### config.mk
export PLATFORM = sky130hd
export DESIGN_NAME = lab1_imul_mul_arbiter
export DESIGN_NICKNAME = d
export VERILOG_FILES = /design/src/rtl/lab1_imul_mul_arbiter.sv
export SDC_FILE = /design/constraint.sdc
export NUM_CORES = 1
export LEC_CHECK = 0
export BUFFER_PORTS_ARGS = -buffer_cell sky130_fd_sc_hd__buf_2
export CORE_ASPECT_RATIO = 1.5
export CORE_MARGIN = 2
export CORE_UTILIZATION = 35
export CTS_CLUSTER_SIZE = 28
export DETAILED_ROUTE_END_ITERATION = 12
export MAX_ROUTING_LAYER = met4
export PLACE_DENSITY_LB_ADDON = 0.3
export SLEW_MARGIN = 10
export SYNTH_ARGS = -nofsm -noshare
export SYNTH_HDL_FRONTEND = slang
export SYNTH_SLANG_ARGS = --single-unit
### constraint.sdc
create_clock -name clk -period 2.45 [get_ports clk]
set_clock_uncertainty 0.05 [all_clocks]
set_input_delay 0.245 -clock clk [delete_from_list [all_inputs] [get_ports clk]]
set_output_delay 0.245 -clock clk [all_outputs]
set_load 0.1 [all_outputs]
### src/rtl/lab1_imul_mul_arbiter.sv
// Two-requester front end sharing one 32-bit multiplier, one transaction in flight (IDLE/ISSUE/WAIT/RESP).
// Define LAB1_IMUL_MUL_ARBITER_FIXED_PRIO_EN to make requester 0 win every tie instead of round-robin.
module lab1_imul_mul_arbiter (
    input  logic        clk,
    input  logic        reset,
    input  logic        req0_val,
    output logic        req0_rdy,
    input  logic [63:0] req0_msg,
    input  logic        req1_val,
    output logic        req1_rdy,
    input  logic [63:0] req1_msg,
    output logic        resp0_val,
    input  logic        resp0_rdy,
    output logic [31:0] resp0_msg,
    output logic        resp1_val,
    input  logic        resp1_rdy,
    output logic [31:0] resp1_msg,
    output logic        mul_istream_val,
    input  logic        mul_istream_rdy,
    output logic [63:0] mul_istream_msg,
    input  logic        mul_ostream_val,
    output logic        mul_ostream_rdy,
    input  logic [31:0] mul_ostream_msg
);
    typedef enum logic [1:0] {ST_IDLE, ST_ISSUE, ST_WAIT, ST_RESP} state_e;

    state_e      state_q, state_d;
    logic        owner_q, owner_d;
    logic [63:0] opnd_q, opnd_d;
    logic [31:0] result_q, result_d;
    logic        grant;
    logic        live;
    logic        accept;

    // Every handshake output is forced low while reset is held, whatever state is still registered.
    assign live = !reset;

`ifdef LAB1_IMUL_MUL_ARBITER_FIXED_PRIO_EN
    assign grant = !req0_val;
`else
    logic prio_q, prio_d;

    assign grant = (req0_val && req1_val) ? prio_q : req1_val;

    always_comb begin
        prio_d = prio_q;
        if (accept) begin
            prio_d = !grant;
        end
    end

    always_ff @(posedge clk) begin
        if (reset) begin
            prio_q <= 1'b0;
        end else begin
            prio_q <= prio_d;
        end
    end
`endif

    always_comb begin
        req0_rdy        = live && (state_q == ST_IDLE) && (req0_val || req1_val) && !grant;
        req1_rdy        = live && (state_q == ST_IDLE) && (req0_val || req1_val) && grant;
        mul_istream_val = live && (state_q == ST_ISSUE);
        mul_istream_msg = mul_istream_val ? opnd_q : 64'h0;
        mul_ostream_rdy = live && (state_q == ST_WAIT);
        resp0_val       = live && (state_q == ST_RESP) && !owner_q;
        resp1_val       = live && (state_q == ST_RESP) && owner_q;
        resp0_msg       = resp0_val ? result_q : 32'h0;
        resp1_msg       = resp1_val ? result_q : 32'h0;
    end

    assign accept = (req0_val && req0_rdy) || (req1_val && req1_rdy);

    always_comb begin
        state_d  = state_q;
        owner_d  = owner_q;
        opnd_d   = opnd_q;
        result_d = result_q;
        case (state_q)
            ST_IDLE: begin
                if (accept) begin
                    state_d = ST_ISSUE;
                    owner_d = grant;
                    opnd_d  = grant ? req1_msg : req0_msg;
                end
            end
            ST_ISSUE: begin
                if (mul_istream_rdy) begin
                    state_d = ST_WAIT;
                end
            end
            ST_WAIT: begin
                if (mul_ostream_val) begin
                    result_d = mul_ostream_msg;
                    state_d  = ST_RESP;
                end
            end
            ST_RESP: begin
                // Returning to IDLE here means no new request can be taken in this same cycle.
                if (owner_q ? resp1_rdy : resp0_rdy) begin
                    state_d = ST_IDLE;
                end
            end
            default: state_d = ST_IDLE;
        endcase
    end

    always_ff @(posedge clk) begin
        if (reset) begin
            state_q  <= ST_IDLE;
            owner_q  <= 1'b0;
            opnd_q   <= 64'h0;
            result_q <= 32'h0;
        end else begin
            state_q  <= state_d;
            owner_q  <= owner_d;
            opnd_q   <= opnd_d;
            result_q <= result_d;
        end
    end
endmodule

# Word-level counts from Yosys, hierarchy flattened
# Index checks and enable logic that the tools add are counted.
[totals]
regBits = 100
input_bits = 168
output_inout_bits = 134
[classes]
eq_ne = 7
n_mux = 11
n_reduce_logical = 21
[ops]
columns = ["cell", "count"]
rows = [
  ["$mux W64", 2],
  ["$mux W32", 2],
  ["$logic_and A1 B1 Y1", 12],
  ["$mux W2", 4],
  ["$pmux W2 S4", 1],
  ["$ne A2 B2 Y1 const B", 3],
  ["$eq A2 B2 Y1 const B", 2],
  ["$reduce_and A2 Y1", 2],
  ["$reduce_and A4 Y1", 1],
  ["$logic_not A1 Y1", 3],
  ["$eq A2 B1 Y1 const B", 1],
  ["$logic_not A2 Y1", 1],
  ["$logic_or A1 B1 Y1", 2],
  ["$mux W1", 2],
  ["$ne A2 B1 Y1 const B", 1],
]

# Longest topological paths before layout
[depth]
depth_word = 8
ltp_mapped = 8
mapped_depth_nobuf = 6

# Worst setup path before layout
# Ideal clock, no wire load.
[synth_timing]
kind = "register to register"
startpoint = "register state_q[0]"
endpoint = "register owner_q"
setup_ps = 266
t_arrival_ps = 3037
required_ps = 2134
slack_ps = -903
path_stages_with_launch = 6
path_buffers = 0
synth_period_minus_slack_ps = 3353
cell_sequence = "dfxtp_1 -> inv_1 -> ha_1 -> nand2b_1 -> a211oi_1 -> a211oi_1"
[synth_between]
elab_chain_len = 7
elab_cells_between_ends = 9
cone_classes = "9 x reduce/logical"
[synth_rtl]
columns = ["element", "line_no", "text"]
rows = [
  ["start: declaration", "27", "state_e state_q, state_d;"],
  ["start signal: assignment", "116", "state_q <= state_d;"],
  ["$logic_not A2 Y1", "62", "req0_rdy = live && (state_q == ST_IDLE) && (req0_val || req1_val) && !grant;"],
  ["$logic_and A1 B1 Y1 (3 in a row)", "62", ""],
  ["net req0_rdy", "7", "output logic req0_rdy,"],
  ["$logic_and A1 B1 Y1", "73", "assign accept = (req0_val && req0_rdy) || (req1_val && req1_rdy);"],
  ["$logic_or A1 B1 Y1", "73", ""],
  ["$reduce_and A2 Y1 (no source line)", "--", ""],
  ["end signal: assignment", "117", "owner_q <= owner_d;"],
  ["end: declaration", "28", "logic owner_q, owner_d;"],
]
# The timed path passes the listed nets, and every way through them passes these cells.
# A chain may end at the register's enable or synchronous reset.

# Final worst setup path
[layout_timing]
startpoint = "register state_q[0]"
endpoint = "output port resp1_msg[19]"
[layout_between]
elab_chain_len = 4
[layout_rtl]
columns = ["element", "line_no", "text"]
rows = [
  ["$eq A2 B2 Y1", "68", "resp1_val = live && (state_q == ST_RESP) && owner_q;"],
  ["$logic_and A1 B1 Y1 (2 in a row)", "68", ""],
  ["$mux W32", "70", "resp1_msg = resp1_val ? result_q : 32'h0;"],
  ["end: declaration", "17", "output logic [31:0] resp1_msg,"],
]
# Every way passes these cells.

==> impl_metrics.xml <==
<?xml version="1.0" encoding="UTF-8"?>
<metrics>
  <group name="finish">
    <metric name="layout.core_utilization" unit="%">55.6</metric>
    <metric name="total_area_of_multi_input_combinational_cells" unit="um^2">2810</metric>
    <metric name="synthToLayoutAreaGrowth" unit="%">57.1</metric>
    <metric name="design.final.nets" unit="">1047</metric>
    <metric name="seqCellArea" unit="um^2">2000</metric>
    <metric name="nFillCells" unit="">1351</metric>
    <metric name="layout-drive-gt1-share" unit="%">37.7</metric>
    <metric name="stdcell_count" unit="">1076</metric>
  </group>
  <group name="logic_synthesis">
    <metric name="ys_seq_area_share" unit="%">39.3</metric>
    <metric name="post-synth-top-area-cell" unit="">dfxtp_1</metric>
    <metric name="synth.lib_cells_used.distinct" unit="">23</metric>
    <metric name="synth.cells.most_frequent" unit="">and2_1 (129), dfxtp_1 (100), nor2_1 (68)</metric>
    <metric name="ys.warnings.count" unit="">0</metric>
    <metric name="ys_ff_latch" unit="">100</metric>
    <metric name="synth_top_cell_area_share" unit="%">39.3</metric>
    <metric name="syn-cell-area" unit="um^2">5100</metric>
    <metric name="syn_avg_cell_area" unit="um^2">8.44</metric>
    <metric name="synthFlopType" unit="">dfxtp_1</metric>
    <metric name="synth_nets" unit="">777</metric>
    <metric name="yosys.cell_count.top_type" unit="">and2_1</metric>
    <metric name="synth_top_cells_by_area" unit="">dfxtp_1 (39%), and2_1 (16%), mux2i_1 (13%), a211oi_1 (9.9%), nor2_1 (5.0%)</metric>
    <metric name="async_flop_share" unit="%">0</metric>
    <metric name="synth_enable_flop_cells" unit="">0</metric>
    <metric name="syn_inst" unit="">604</metric>
  </group>
  <group name="global_routing">
    <metric name="grt_most_used_layer" unit="">met2</metric>
    <metric name="grt_start_max_net_pins" unit="">129</metric>
    <metric name="grt_remaining_overflow" unit="">0</metric>
    <metric name="grt_pass1_wl" unit="mm">21.9</metric>
    <metric name="global_route.usage.met1" unit="%">19.7</metric>
    <metric name="antenna_violations_before_repair" unit="">1</metric>
    <metric name="grt.met3_usage" unit="%">5.06</metric>
    <metric name="gr-usage-met2" unit="%">31.3</metric>
    <metric name="grt_pass1_vias" unit="">4418</metric>
    <metric name="grt.total_usage" unit="%">18.3</metric>
  </group>
  <group name="timing">
    <metric name="timing.slew.headroom" unit="%">58.2</metric>
    <metric name="timing.setup.tns" unit="ns">0</metric>
    <metric name="finalHoldViolations" unit="">0</metric>
    <metric name="final-setup-viol-count" unit="">0</metric>
    <metric name="worst-slew-pin-transition" unit="ns">0.627</metric>
    <metric name="finalMaxSlewViolations" unit="">0</metric>
    <metric name="post-route-period-util" unit="%">94.6</metric>
    <metric name="hold_slack" unit="ns">0.0904</metric>
    <metric name="rsz0062_at_grt" unit="">no</metric>
    <metric name="timing.fmax" unit="MHz">432</metric>
    <metric name="finalCriticalPeriod" unit="ns">2.32</metric>
  </group>
  <group name="worst_setup_path">
    <metric name="crit_arrival" unit="ns">2.02</metric>
    <metric name="critPathLaunchType" unit="">register</metric>
    <metric name="path_delay_family" unit="">simple AND/OR/NAND/NOR gates</metric>
    <metric name="cp_slowest_cell" unit="">and3_2</metric>
    <metric name="timing.setup.critical_path_class" unit="">register to primary output</metric>
    <metric name="required" unit="ns">2.15</metric>
    <metric name="max_stage_delay" unit="ns">0.49</metric>
    <metric name="timing.critical_path.fanout_max" unit="">33</metric>
    <metric name="end_kind" unit="">primary output</metric>
    <metric name="path_buf_inv" unit="">1</metric>
    <metric name="crit_chain" unit="">ha_1 &gt; and3_2 &gt; and2_1 &gt; buf_2</metric>
  </group>
  <group name="route">
    <metric name="wl" unit="mm">14.3</metric>
    <metric name="antenna_left" unit="">0</metric>
    <metric name="avgRoutedWirePerCell" unit="um">13.3</metric>
    <metric name="dr_total_vias" unit="">4936</metric>
    <metric name="drt-pass1-iter-count" unit="">4</metric>
    <metric name="detail_route.drc_violations" unit="">0</metric>
    <metric name="vias_per_cell" unit="">4.59</metric>
    <metric name="drt-initial-drc-count" unit="">132</metric>
  </group>
  <group name="die">
    <metric name="core" unit="um^2">14400</metric>
    <metric name="overall_die_area" unit="um^2">15600</metric>
    <metric name="die_y" unit="um">152</metric>
    <metric name="io_pins" unit="">302</metric>
    <metric name="initial_utilization" unit="%">35.4</metric>
    <metric name="die_width" unit="um">103</metric>
    <metric name="rows" unit="">54</metric>
  </group>
  <group name="power_and_ir_drop">
    <metric name="p_leak" unit="nW">3.81</metric>
    <metric name="power.total" unit="mW">6.21</metric>
    <metric name="peakVddDrop" unit="uV">372</metric>
    <metric name="cellPowerDensity" unit="nW/um^2">776</metric>
  </group>
  <group name="clocking">
    <metric name="cts.repair.resized" unit="">0</metric>
    <metric name="cts_inserted_buffers" unit="">9</metric>
    <metric name="cts-root-buf" unit="">clkbuf_16</metric>
    <metric name="clk-insertion-delay-late" unit="ns">0.33</metric>
    <metric name="clock-sinks" unit="">100</metric>
    <metric name="htreeDepth" unit="">3</metric>
    <metric name="post_cts.repair.setup_buffers" unit="">0</metric>
    <metric name="tritoncts" unit="">built</metric>
    <metric name="post_cts_hold_buffer_count" unit="">0</metric>
    <metric name="cts-root-to-sink-buffers" unit="">2</metric>
    <metric name="clkSlewWorstSetupHoldPaths" unit="ns">0.07</metric>
  </group>
  <group name="outcome">
    <metric name="outcome" unit="">complete, no violations</metric>
  </group>
  <group name="place">
    <metric name="place_hpwl" unit="mm">10.9</metric>
    <metric name="gpl.final_weighted_congestion" unit="">0.754</metric>
    <metric name="io_buffer_count" unit="">301</metric>
    <metric name="placed_cells_incl_taps" unit="">1059</metric>
  </group>
  <group name="hold_path">
    <metric name="min-delay-path-class" unit="">primary input to register</metric>
  </group>
  <group name="run">
    <metric name="max_cap_violations" unit="">0</metric>
  </group>
</metrics>
## area by class of cell
| cell class | count | share of cell area, % |
|---|---|---|
| Timing Repair Buffer | 311 | 32.5 |
| Inverter | 7 | 0.328 |
| Multi-Input combinational cell | 445 | 35.1 |
| Clock buffer | 11 | 2.91 |
| Tap cell | 196 | 3.06 |
| Sequential cell | 100 | 25.0 |
| Clock inverter | 5 | 1.06 |
| Antenna cell | 1 | 0.0313 |
## state kept, by name, summed over array words and instances, names as in the netlist
signal    count
opnd_q       64
owner_q       1
prio_q        1
result_q     32
state_q       2
## path summary, 6_finish.rpt
path                        from             to  slack, ns  cells past startpoint
min          mul_ostream_msg[13]   result_q[13]       0.09                      3
min reg2reg          result_q[0]    result_q[0]       0.41                      2
max reg2reg           state_q[1]     opnd_q[23]       0.49                      7
max                   state_q[0]  resp1_msg[19]       0.13                      4
## logic make-up after synthesis
| family | count (synthesis) | synth area share, % |
|---|---|---|
| buffers and inverters | 59 | 6.09 |
| adders and majority gates | 5 | 1.23 |
| and+or+nand+nor | 267 | 26.3 |
| AOI/OAI and AO/OA | 108 | 14.4 |
| DFF | 100 | 39.3 |
| muxes | 65 | 12.8 |
## through the flow
stage	area, um^2	setup WS (ns)
floorplan	5110	0.0477
detailed placement	7690	0.475
finish	8010	0.133
CTS	8000	0.101
global placement	7690	0.527
global route	8010	0.00966
## power breakdown
part           internal [mW]  switching (mW)
combinational          0.926            1.61
sequential              1.98           0.172
clock                  0.902           0.620
total                   3.81            2.40
## cell usage in the layout, fill, tap and decap left out, drive strengths merged
master / Yosys / final
mux2i: 65 / 65
a311oi: 2 / 2
and2: 129 / 129
buf: 22 / 311
a21oi: 34 / 34
bufinv: 0 / 2
clkinvlp: 0 / 1
a41o: 1 / 1
inv: 7 / 8
diode: 0 / 1
clkbuf: 30 / 11
o21ai: 2 / 2
a222oi: 1 / 1
and3: 2 / 2
clkinv: 0 / 1
ha: 5 / 5
dfxtp: 100 / 100
nor2b: 2 / 2
nand2: 65 / 65
o211ai: 1 / 1
nor2: 68 / 68
a211oi: 67 / 67
nand2b: 1 / 1
## worst min-delay path: stages
cell	delay, ns
buf_2	0.09
nand2_1	0.04
a21oi_1	0.05
## routing by layer
layer / share of wire (%) / wire length (um) / vias up
met2: 51 / 7300 / 194
met3: 7.7 / 1110 / 24
met1: 38 / 5490 / 2142
li1: - / - / 2576
met4: 2.8 / 400 / 0
met5: 0 / 0 / -
(Power assumes the default switching activity.)
